### config.mk
export PLATFORM = sky130hd
export DESIGN_NAME = lcd_read_ctrl
export DESIGN_NICKNAME = d
export VERILOG_FILES = /design/src/rtl/lcd_read_ctrl.sv
export SDC_FILE = /design/constraint.sdc
export NUM_CORES = 1
export LEC_CHECK = 0
export BUFFER_PORTS_ARGS = -buffer_cell sky130_fd_sc_hd__buf_2
export CORE_MARGIN = 4
export CORE_UTILIZATION = 30
export DETAILED_ROUTE_END_ITERATION = 16
export GPL_TIMING_DRIVEN = 0
export PLACE_DENSITY_LB_ADDON = 0.12
export SETUP_SLACK_MARGIN = 0.02
export SYNTH_ARGS = -nofsm -noshare
export SYNTH_HDL_FRONTEND = slang
export SYNTH_SLANG_ARGS = --single-unit
### constraint.sdc
create_clock -name clk -period 1.9 [get_ports clk]
set_input_delay 0.475 -clock clk [delete_from_list [all_inputs] [get_ports clk]]
set_output_delay 0.475 -clock clk [all_outputs]
set_load 0.05 [all_outputs]
### src/rtl/lcd_read_ctrl.sv
// HD44780-style LCD read-cycle engine: drives RS/RW/E through a read bus cycle,
// samples DB[7:0], optionally re-polls the busy flag. Option: LCD_READ_CTRL_TIMEOUT_EN.
module lcd_read_ctrl #(
   parameter int unsigned SETUP_CYCLES    = 1,
   parameter int unsigned E_HIGH_CYCLES   = 2,
   parameter int unsigned HOLD_CYCLES     = 1,
   parameter int unsigned POLL_GAP_CYCLES = 4,
   parameter logic [15:0] TIMEOUT_POLLS   = 16'd3125
) (
   input  logic       clk,
   input  logic       reset,
   input  logic       start,
   input  logic       rs_in,
   input  logic       poll,
   input  logic [7:0] lcd_db_in,
   output logic       busy,
   output logic       done,
   output logic [7:0] rd_data,
   output logic       timeout,
   output logic       lcd_rs,
   output logic       lcd_rw,
   output logic       lcd_e
);

   typedef enum logic [2:0] {
      ST_IDLE  = 3'd0,
      ST_SETUP = 3'd1,
      ST_EHI   = 3'd2,
      ST_HOLD  = 3'd3,
      ST_GAP   = 3'd4,
      ST_DONE  = 3'd5
   } state_t;

   // Down-counter load values: a state lasts (load + 1) cycles.
   localparam logic [7:0] SETUP_LOAD = 8'(SETUP_CYCLES - 1);
   localparam logic [7:0] EHI_LOAD   = 8'(E_HIGH_CYCLES - 1);
   localparam logic [7:0] HOLD_LOAD  = 8'(HOLD_CYCLES - 1);
   localparam logic [7:0] GAP_LOAD   = 8'(POLL_GAP_CYCLES - 1);

   state_t      state_r, state_s;
   logic [7:0]  cnt_r, cnt_s;
   logic        rs_r, rs_s;
   logic        poll_r, poll_s;
   logic        accept_s;
   logic        sample_s;
   logic        timeout_s;
   logic [7:0]  rd_data_r;
   logic        busy_r, done_r, lcd_rs_r, lcd_rw_r, lcd_e_r;
   logic        busy_s, done_s, lcd_rs_s, lcd_rw_s, lcd_e_s;

`ifdef LCD_READ_CTRL_TIMEOUT_EN
   logic [15:0] poll_cnt_r;
   logic        timeout_r;
`endif

   // Next-state, counter and transaction-latch logic.
   always_comb begin
      state_s   = state_r;
      cnt_s     = cnt_r;
      rs_s      = rs_r;
      poll_s    = poll_r;
      accept_s  = 1'b0;
      sample_s  = 1'b0;
      timeout_s = 1'b0;
      case (state_r)
         ST_IDLE: begin
            if (start) begin
               accept_s = 1'b1;
               state_s  = ST_SETUP;
               cnt_s    = SETUP_LOAD;
               rs_s     = rs_in;
               poll_s   = poll & ~rs_in;
            end else begin
               state_s = ST_IDLE;
            end
         end
         ST_SETUP: begin
            if (cnt_r == 8'd0) begin
               state_s = ST_EHI;
               cnt_s   = EHI_LOAD;
            end else begin
               cnt_s = cnt_r - 8'd1;
            end
         end
         ST_EHI: begin
            if (cnt_r == 8'd0) begin
               sample_s = 1'b1;
               state_s  = ST_HOLD;
               cnt_s    = HOLD_LOAD;
            end else begin
               cnt_s = cnt_r - 8'd1;
            end
         end
         ST_HOLD: begin
            // rd_data_r already holds the byte sampled at the end of EHI.
            if (cnt_r != 8'd0) begin
               cnt_s = cnt_r - 8'd1;
            end else if (poll_r && rd_data_r[7]) begin
`ifdef LCD_READ_CTRL_TIMEOUT_EN
               if (poll_cnt_r >= TIMEOUT_POLLS) begin
                  state_s   = ST_DONE;
                  timeout_s = 1'b1;
               end else begin
                  state_s = ST_GAP;
                  cnt_s   = GAP_LOAD;
               end
`else
               state_s = ST_GAP;
               cnt_s   = GAP_LOAD;
`endif
            end else begin
               state_s = ST_DONE;
            end
         end
         ST_GAP: begin
            if (cnt_r == 8'd0) begin
               state_s = ST_SETUP;
               cnt_s   = SETUP_LOAD;
            end else begin
               cnt_s = cnt_r - 8'd1;
            end
         end
         ST_DONE: begin
            state_s = ST_IDLE;
         end
         default: begin
            state_s = ST_IDLE;
         end
      endcase
   end

   // Output decode from the next state so the pins come straight from flops.
   always_comb begin
      busy_s   = 1'b0;
      done_s   = 1'b0;
      lcd_rs_s = 1'b0;
      lcd_rw_s = 1'b0;
      lcd_e_s  = 1'b0;
      case (state_s)
         ST_SETUP, ST_EHI, ST_HOLD, ST_GAP: begin
            busy_s   = 1'b1;
            lcd_rs_s = rs_s;
            lcd_rw_s = 1'b1;
            lcd_e_s  = (state_s == ST_EHI);
         end
         ST_DONE: begin
            busy_s = 1'b1;
            done_s = 1'b1;
         end
         default: begin
            busy_s = 1'b0;
         end
      endcase
   end

   // State, latches and registered outputs.
   always_ff @(posedge clk) begin
      if (reset) begin
         state_r   <= ST_IDLE;
         cnt_r     <= 8'd0;
         rs_r      <= 1'b0;
         poll_r    <= 1'b0;
         rd_data_r <= 8'h00;
         busy_r    <= 1'b0;
         done_r    <= 1'b0;
         lcd_rs_r  <= 1'b0;
         lcd_rw_r  <= 1'b0;
         lcd_e_r   <= 1'b0;
      end else begin
         state_r  <= state_s;
         cnt_r    <= cnt_s;
         rs_r     <= rs_s;
         poll_r   <= poll_s;
         busy_r   <= busy_s;
         done_r   <= done_s;
         lcd_rs_r <= lcd_rs_s;
         lcd_rw_r <= lcd_rw_s;
         lcd_e_r  <= lcd_e_s;
         if (sample_s) begin
            rd_data_r <= lcd_db_in;
         end else begin
            rd_data_r <= rd_data_r;
         end
      end
   end

`ifdef LCD_READ_CTRL_TIMEOUT_EN
   // Busy-read counter and the timeout pulse that rides with done.
   always_ff @(posedge clk) begin
      if (reset) begin
         poll_cnt_r <= 16'd0;
         timeout_r  <= 1'b0;
      end else begin
         timeout_r <= timeout_s;
         if (accept_s) begin
            poll_cnt_r <= 16'd0;
         end else if (sample_s && poll_r && lcd_db_in[7]) begin
            poll_cnt_r <= poll_cnt_r + 16'd1;
         end else begin
            poll_cnt_r <= poll_cnt_r;
         end
      end
   end
   assign timeout = timeout_r;
`else
   assign timeout = timeout_s & accept_s;
`endif

   assign busy    = busy_r;
   assign done    = done_r;
   assign rd_data = rd_data_r;
   assign lcd_rs  = lcd_rs_r;
   assign lcd_rw  = lcd_rw_r;
   assign lcd_e   = lcd_e_r;

endmodule

Word-level counts from Yosys, hierarchy flattened
Cells that the tools add are included.
{ "totals": {"latch_bits": 0, "ram_bits": 0, "mem_count": 0, "mem_bits_ro": 0, "input_bits": 13, "output_inout_bits": 14, "reg_bits": 26} }
{ "classes": {"bitwise_logic": 3, "n_addsub": 1, "n_shift": 0, "multipliers": 0, "reduce_logical": 11, "n_eq_ne": 11, "magnitude_cmp": 0, "muxes": 20, "div": 0} }
{ "op_table": {"columns": ["operator", "n"], "rows": [
  ["two-way mux 8 bit", 5],
  ["case mux 8 bit (4 select lines)", 1],
  ["case mux 3 bit (5 select lines)", 1],
  ["== test 3 x 2 -> 1 bit (second input constant)", 4],
  ["two-way mux 3 bit", 4],
  ["== test 3 bit (second input constant)", 3],
  ["two-way mux 1 bit", 9],
  ["logical NOT 8 bit", 1],
  ["nonzero test 8 bit", 1],
  ["subtractor 8 x 1 -> 8 bit (second input constant)", 1],
  ["== test 3 x 1 -> 1 bit (second input constant)", 2],
  ["OR reduction 5 bit", 1],
  ["nonzero test 4 bit", 1],
  ["OR reduction 2 bit", 2],
  ["OR reduction 4 bit", 1],
  ["logical NOT 3 bit", 1],
  ["!= test 3 bit (second input constant)", 1],
  ["AND reduction 3 bit", 1],
  ["!= test 2 bit (second input constant)", 1],
  ["inverter 1 bit", 2],
  ["AND reduction 2 bit", 1],
  ["AND 1 bit", 1],
  ["logical AND 1 bit", 1]
]} }

Logic depth before layout (Yosys ltp)
Gate-level depths: netlist (run 1).
{ "depth": {"depth_word": 8, "ltp_mapped": 9, "ltp_nobuf": 7} }

Least setup slack after synthesis (run 1)
No wires, ideal clock.
{ "synth_path": {"kind": "reg2reg", "start": "register cnt_r[5]", "end": "register cnt_r[0]", "synth_period_minus_slack_ns": 1.863, "path_buffers": 1, "arrival_ns": 1.731, "path_stages_with_launch": 7, "setup_slack_ns": 0.037, "cell_sequence": "dfxtp_1 or4_4 buf_6 or3_4 a311oi_1 or3_1 a21oi_1"} }
{ "synth_via": {"elab_chain_cells": 3, "elab_cells_between_ends": 8, "cone_classes": "1 x eq/ne; 4 x mux; 3 x reduce/logical"} }
{ "synth_rtl": {"columns": ["item", "line_no", "rtl"], "rows": [
  ["start, declared", "41", "logic [7:0] cnt_r, cnt_s;"],
  ["start signal, assigned", "171", "cnt_r <= cnt_s;"],
  ["logical NOT 8 bit / nonzero test 8 bit (equally long branches)", null, null],
  ["two-way mux 8 bit (tied with other cells)", "86, 116", null],
  ["case mux 8 bit (4 select lines) / AND reduction 3 bit (equally long branches)", null, null]
]} }
Several ways; a longest one is shown, not always the timed one.
A chain may end at the register's enable or synchronous reset.

Worst setup path after layout (run 1)
{ "layout_path": {"start": "register cnt_r[5]", "end": "register cnt_r[7]"} }
{ "layout_via": {"elab_chain_cells": 3, "elab_cells_between_ends": 9, "cone_classes": "1 x add/sub; 1 x eq/ne; 4 x mux; 3 x reduce/logical"} }
{ "layout_rtl": {"columns": ["item", "line_no"], "rows": [
  ["subtractor 8 x 1 -> 8 bit (tied with other cells)", null],
  ["two-way mux 8 bit (tied with other cells)", "86, 116"],
  ["case mux 8 bit (4 select lines) / AND reduction 3 bit (equally long branches)", null]
]} }
Several ways; a longest one is shown, not always the timed one.

==> qor.csv, run 1 <==
stage,metric,value,unit
status,status,"complete, but fails checks",
status,violations,setup timing,
timing,whs,0.4364,ns
pwr,pwr_density_cell,2025,mW/mm²
grt,overflow,0,
timing,rsz0062_at_grt,yes,
synthesis,synth_top_area_share,42.54,%
synthesis,synth_area_per_cell,8.268,µm²
clocking,clockRootBuffer,clkbuf_8,
grt,antenna_found_initial,0,
timing,layout_min_cycle_time,1.936,ns
clocking,clk_pin_slew_worst_paths,0.09,ns
worst_setup_path,cp-end-kind,flip-flop,
clocking,ctsHtreeMaxLevel,1,
worst_setup_path,cp_max_fo,7,
synthesis,syn-num-nets,163,
die,die_w,71.87,µm
worst_setup_path,r2r-end,cnt_r[7],
timing,setup_violations,9,
layout,syn_to_final_growth,33.95,%
timing,maxSlewViolCount,0,
die,io_pins,27,
synthesis,synthArstFlopShare,0,%
pwr,vdd_drop_max,846.0,µV
hold_path,hold_start,lcd_db_in[4],
drt,wl_per_cell,14.00,µm
layout,finalInstanceArea,0.001639,mm²
grt,grt_pass1_vias,1065,
layout,n_antenna_cell,0,
worst_setup_path,path_buf_inv,2,
synthesis,synth-warning-count,0,
synthesis,seq_area_frac_synth,42.54,%
clocking,cts_tree,built,
drt,drt_iter0_markers,39,
grt,grt_max_degree,16,
worst_setup_path,cp-start-kind,flip-flop,
drt,top_layer,met4,
placed_design,io_buffers,24,
die,rows,22,
worst_setup_path,regToRegStartpoint,cnt_r[5],
worst_setup_path,slowest_stage,or4_4,
synthesis,ys_seq_elements,26,
hold_path,holdPathStages,3,
grt,grt_pass1_wl,5.016,mm
drt,routed_wirelength,3.207,mm
placed_design,post_dp_cell_area,0.001404,mm²
layout,ff_latch_area,528.0,µm²
drt,dr_wl_met2,1.578,mm
worst_setup_path,worstPathRequired,2.03,ns
timing,max_slew_margin,52.48,%
layout,utilization,43.15,%
worst_setup_path,worst_path_largest_cell_delay,0.59,ns
layout,final_common_cell,buf_2,
layout,fillerInstances,410,
layout,multiInputGateArea,734.5,µm²
die,die_y,71.87,µm
synthesis,ys_types,44,
layout,final_cells,229,
worst_setup_path,path_class,flip-flop to flip-flop,
clocking,cts_max_path_buffers,2,
worst_setup_path,cpLargestDelayFamily,simple AND/OR/NAND/NOR gates,
worst_setup_path,critical_path_arrival,2.07,ns
placed_design,place_congestion,0.8353,
pwr,leakagePower,0.6599,nW
timing,skew,0.003192,ns
timing,hold_violations,0,
timing,fmax,0.5167,GHz
timing,fin_crit_sh,101.9,%
drt,final_antenna_net_count,0,
layout,layout_common_cells,"25 x buf_2, 22 x dfxtp_1, 17 x nand2_1",
grt,grtUsageTotal,12.04,%
clocking,clk_latency,0.27,ns
drt,route.detailed.drc,0,
clocking,cts_buffers,3,
pwr,total_power,0.003318,W
run,drv_cap,0,
drt,dr.pass1.iters,4,
drt,routed_via_density,5.100,
synthesis,syn-cell-area,0.001224,mm²
synthesis,synth_ff_type,dfxtp_1,
hold_path,hp-class,input pin to flip-flop,
synthesis,netlist.top_cell.by_area,dfxtp_1,
hold_path,min_to,rd_data[4],
drt,drt-met1-wl,1.475,mm
layout,drive_gt1_share,41.44,%
layout,nets,197,
placed_design,dpl.hpwl,2.170,mm
timing,worstMarginPinSlew,0.7129,ns
synthesis,synth_cells,148,
drt,num_vias,1168,
drt,route.met3.wl,100,µm
worst_setup_path,ff2ff_path_depth,7,
clocking,clock-sinks,26,
worst_setup_path,r2r_slack,-0.04,ns
timing,setup_ws,-0.03553,ns
die,initial_utilization,32.21,%
synthesis,synth-edff-count,0,
synthesis,synth_area_leaders,"dfxtp_1 43%, a21oi_1 8.2%, nand2_1 7.1%, a211oi_1 3.7%, nor2_1 2.8%",
die,die-area,0.005165,mm²
worst_setup_path,path_cells,or4_4 -> nor3_4 -> buf_6 -> clkbuf_4 -> nor2_2 -> a21oi_2 -> a211oi_2,
placed_design,placedCellCount,220,
die,core_area,0.003799,mm²
-- cell usage after synthesis (all sizes together) (2+ instances only) --
cell,instances
or3,4
nor2,10
ha,2
a21oi,21
clkbuf,3
inv,6
dfxtp,26
nor3,6
or4,3
and2,2
buf,6
xnor2,2
a211oi,6
nand2b,3
o21ai,6
nand2,23
mux2i,2
-- report_power, final --
| group | switching, W | internal [W] | total [W] |
|---|---|---|---|
| Clock | 0.000176 | 0.000282 | 0.000457 |
| Sequential | 0.000132 | 0.000690 | 0.000822 |
| Combinational | 0.00116 | 0.000879 | 0.00204 |
-- final cells by class --
type | instances | area share [%]
clock inverter | 1 | 1.832
tap | 48 | 3.664
sequential | 26 | 32.21
inverter | 6 | 1.374
multi-input combinational | 108 | 44.81
timing repair buffer | 30 | 10.15
buffer | 7 | 3.435
clock buffer | 3 | 2.519
-- flip-flops by register name, summed over array words and instances, names as in the netlist --
register	cells
state_r	3
rs_r	1
lcd_e	1
lcd_rs	1
lcd_rw	1
poll_r	1
done	1
rd_data	8
cnt_r	8
busy	1
-- cell families (layout without fill, tap and decap cells) --
| family | Yosys count | in the layout | synth area share (%) |
|---|---|---|---|
| xor gates and xnor gates | 2 | 2 | 1.432 |
| and+or+nand+nor | 60 | 61 | 25.87 |
| DFF | 26 | 26 | 42.54 |
| muxes | 2 | 2 | 1.636 |
| AOI/OAI and AO/OA | 40 | 40 | 19.94 |
| buffers and inverters | 15 | 47 | 6.236 |
| adders and majority gates | 2 | 2 | 2.045 |
| other | 1 | 1 | 0.3065 |
-- tightest hold or removal path: cells and delay by family --
family                 cells  cell delay, ns
buffers and inverters      1            0.10
and+or+nand+nor            1            0.05
AOI/OAI and AO/OA          1            0.04
-- per-layer routing --
layer	vias to the layer above	GRT usage [%]
met4	0	5.428
li1	583	-
met5	-	0
met1	550	16.12
met3	7	1.683
met2	28	19.08
-- worst max-delay path by stage --
stage                        start         end  slack (ns)  depth (start not counted)
after floorplan           cnt_r[5]    cnt_r[0]        0.04                          6
after global placement    cnt_r[5]    cnt_r[7]       -0.09                          7
after detailed placement  cnt_r[2]    cnt_r[7]       -0.12                          7
after CTS                 cnt_r[2]    cnt_r[1]        0.02                          5
after global routing      cnt_r[5]  rd_data[7]       -0.10                          8
final                     cnt_r[5]    cnt_r[7]       -0.04                          7
-- stage by stage --
| stage | worst slack, ns | TNS, ns |
|---|---|---|
| floorplan | 0.03702 | 0 |
| detailed placement | -0.1174 | -1.193 |
| global route | -0.1015 | -1.421 |
| CTS | 0.02139 | 0 |
| finish | -0.03553 | -0.1241 |
| global placement | -0.08507 | -0.9194 |
-- timing repair --
action / 4_1_cts / 5_1_grt
resized for setup: 10 / 30
setup endpoints to repair: 18 / 20
cloned: 1 / 2
setup buffers: 3 / 1
endpoints found under the hold margin: 0 / 0
hold buffers: 0 / 0
pin swaps: 6 / 17
Power figures use the tool's default switching activity.
==> inputs of run 2 (changes only) <==
--- a/config.mk
+++ b/config.mk
@@ -11,6 +11,7 @@
 export DETAILED_ROUTE_END_ITERATION = 16
 export GPL_TIMING_DRIVEN = 0
 export PLACE_DENSITY_LB_ADDON = 0.12
+export RECOVER_POWER = 50
 export SETUP_SLACK_MARGIN = 0.02
 export SYNTH_ARGS = -nofsm -noshare
 export SYNTH_HDL_FRONTEND = slang
==> run 2 against run 1 <==
Against the previous run:
- the flow still finishes with violations (setup timing)
- non-clock buffer count stayed put
- clock power barely moved
- utilization down 0.30 points
==> qor.csv, run 2 (same netlist as run 1, synthesis figures left out) <==
stage,metric,value,unit,change
drt,final_antenna_net_count,0,,unchanged
pwr,vdd_drop_max,844.0,µV,was 846.0 µV
timing,skew,0.003499,ns,was 0.003192 ns
drt,routed_via_density,5.127,,was 5.100
layout,nets,197,,unchanged
placed_design,post_dp_cell_area,0.001404,mm²,unchanged
pwr,leakagePower,0.6229,nW,was 0.6599 nW
placed_design,place_congestion,0.8353,,unchanged
pwr,p_int,0.001842,W,was 0.001851 W
timing,layout_min_cycle_time,1.939,ns,was 1.936 ns
drt,routed_wirelength,3.235,mm,was 3.207 mm
grt,overflow,0,,unchanged
pwr,switchingPower,0.001472,W,was 0.001468 W
timing,rsz0062_at_grt,yes,,unchanged
layout,final_common_cell,dfxtp_1,,was buf_2
drt,wl_per_cell,14.13,µm,was 14.00 µm
worst_setup_path,cp-start-kind,flip-flop,,unchanged
layout,drive_gt1_share,36.46,%,was 41.44%
grt,antenna_found_initial,0,,unchanged
worst_setup_path,worstPathRequired,2.03,ns,about the same
timing,max_slew_margin,52.59,%,was 52.48%
run,drv_cap,0,,unchanged
timing,hold_violations,0,,unchanged
pwr,pwr_density_cell,2036,mW/mm²,was 2025 mW/mm²
placed_design,placedCellCount,220,,unchanged
die,rows,22,,unchanged
timing,maxSlewViolCount,0,,unchanged
die,die-area,0.005165,mm²,unchanged
pwr,power_frac_comb,61.4,%,about the same
clocking,cts_tree,built,,unchanged
layout,fillerInstances,413,,was 410
clocking,clk_pin_slew_worst_paths,0.09,ns,about the same
layout,syn_to_final_growth,33.03,%,was 33.95%
die,initial_utilization,32.21,%,unchanged
grt,grtUsageTotal,12.04,%,unchanged
layout,finalInstanceArea,0.001628,mm²,was 0.001639 mm²
timing,fin_crit_sh,102.0,%,was 101.9%
die,die_w,71.87,µm,unchanged
clocking,cts_buffers,3,,unchanged
drt,dr.pass1.iters,4,,unchanged
pwr,p_seq_share,24.8,%,about the same
status,violations,setup timing,,unchanged
pwr,power_frac_clock,13.8,%,about the same
timing,setup_violations,9,,unchanged
drt,drt_iter0_markers,38,,was 39
placed_design,io_buffers,24,,unchanged
clocking,clk_latency,0.27,ns,about the same
pwr,p_sw_share,44.42,%,was 44.23%
timing,worstMarginPinSlew,0.7111,ns,was 0.7129 ns
layout,utilization,42.85,%,was 43.15%
grt,grt_max_degree,16,,unchanged
clocking,ctsHtreeMaxLevel,1,,unchanged
grt,grt_pass1_wl,5.016,mm,unchanged
drt,num_vias,1174,,was 1168
layout,final_cells,229,,unchanged
die,die_y,71.87,µm,unchanged
placed_design,dpl.hpwl,2.170,mm,unchanged
clocking,cts_max_path_buffers,2,,unchanged
timing,setup_ws,-0.03856,ns,was -0.03553 ns
grt,grt_pass1_vias,1065,,unchanged
clocking,clockRootBuffer,clkbuf_8,,unchanged
die,core_area,0.003799,mm²,unchanged
worst_setup_path,critical_path_arrival,2.07,ns,about the same
die,io_pins,27,,unchanged
worst_setup_path,cp-end-kind,flip-flop,,unchanged
worst_setup_path,path_class,flip-flop to flip-flop,,unchanged
status,status,"complete, but fails checks",,unchanged
clocking,clock-sinks,26,,unchanged
timing,fin_tns_setup,-0.1400,ns,was -0.1241 ns
drt,route.detailed.drc,0,,unchanged
timing,fmax,0.5158,GHz,was 0.5167 GHz
layout,layout_common_cells,"22 x dfxtp_1, 17 x nand2_1, 16 x buf_2",,"was 25 x buf_2, 22 x dfxtp_1, 17 x nand2_1"
worst_setup_path,cp_max_fo,7,,unchanged
layout,n_antenna_cell,0,,unchanged
hold_path,hp-class,input pin to flip-flop,,unchanged
run 2: worst max-delay path, cell delays in order (launching register included):
cell and delay (ns):
dfxtp_2 0.34, or4_4 0.59, nor3_4 0.22, buf_6 0.13
clkbuf_4 0.19, nor2_2 0.09, a21oi_2 0.16, a211oi_2 0.07
run 2: worst paths after layout:
path	end	depth (start not counted)	slack [ns]	start
setup / recovery	cnt_r[7]	7	-0.04	cnt_r[5]
hold / removal	rd_data[4]	3	0.44	lcd_db_in[4]
setup reg to reg	cnt_r[7]	7	-0.04	cnt_r[5]
hold reg to reg	rd_data[3]	2	0.47	rd_data[3]
run 2: metrics by stage:
step                      setup WS [ns]  total power (W)  hold slack [ns]
final                          -0.03856         0.003314           0.4364
after global routing            -0.1015         0.003554           0.4286
after CTS                       0.02139         0.002947           0.4340
after detailed placement        -0.1174         0.002398           0.4455
after global placement         -0.08507         0.002368           0.4370
after floorplan                 0.03702         0.002084           0.4319
run 2: repair_timing:
action,CTS,global route
pin swaps,6,17
endpoints found under the setup margin,18,20
buffers inserted,3,1
gates cloned,1,2
gates resized for setup,10,30
hold buffers,0,0
run 2: per-layer routing:
metal  routed length, µm  share of wire (%)  GRT usage (%)
met3                 133                4.1          1.683
met4                  53                1.6          5.428
met1                1451                 45          16.12
met5                   0                  0              0
met2                1597                 49          19.08
run 2: cell type report:
type | instances | area (µm²) | share of cell area, %
multi-input combinational | 108 | 734.5 | 45.12
sequential | 26 | 528.0 | 32.44
timing repair buffer | 30 | 155.1 | 9.531
tap | 48 | 60.06 | 3.689
buffer | 7 | 56.30 | 3.459
clock buffer | 3 | 41.29 | 2.537
clock inverter | 1 | 30.03 | 1.845
inverter | 6 | 22.52 | 1.384
run 2: power by group through the flow:
stage	Sequential [W]	Clock [W]	Combinational, W
after floorplan	0.000945	0	0.00114
after global placement	0.000809	0	0.00156
after detailed placement	0.000815	0	0.00158
after CTS	0.000813	0.000470	0.00166
after global routing	0.000847	0.000489	0.00222
final	0.000822	0.000458	0.00203
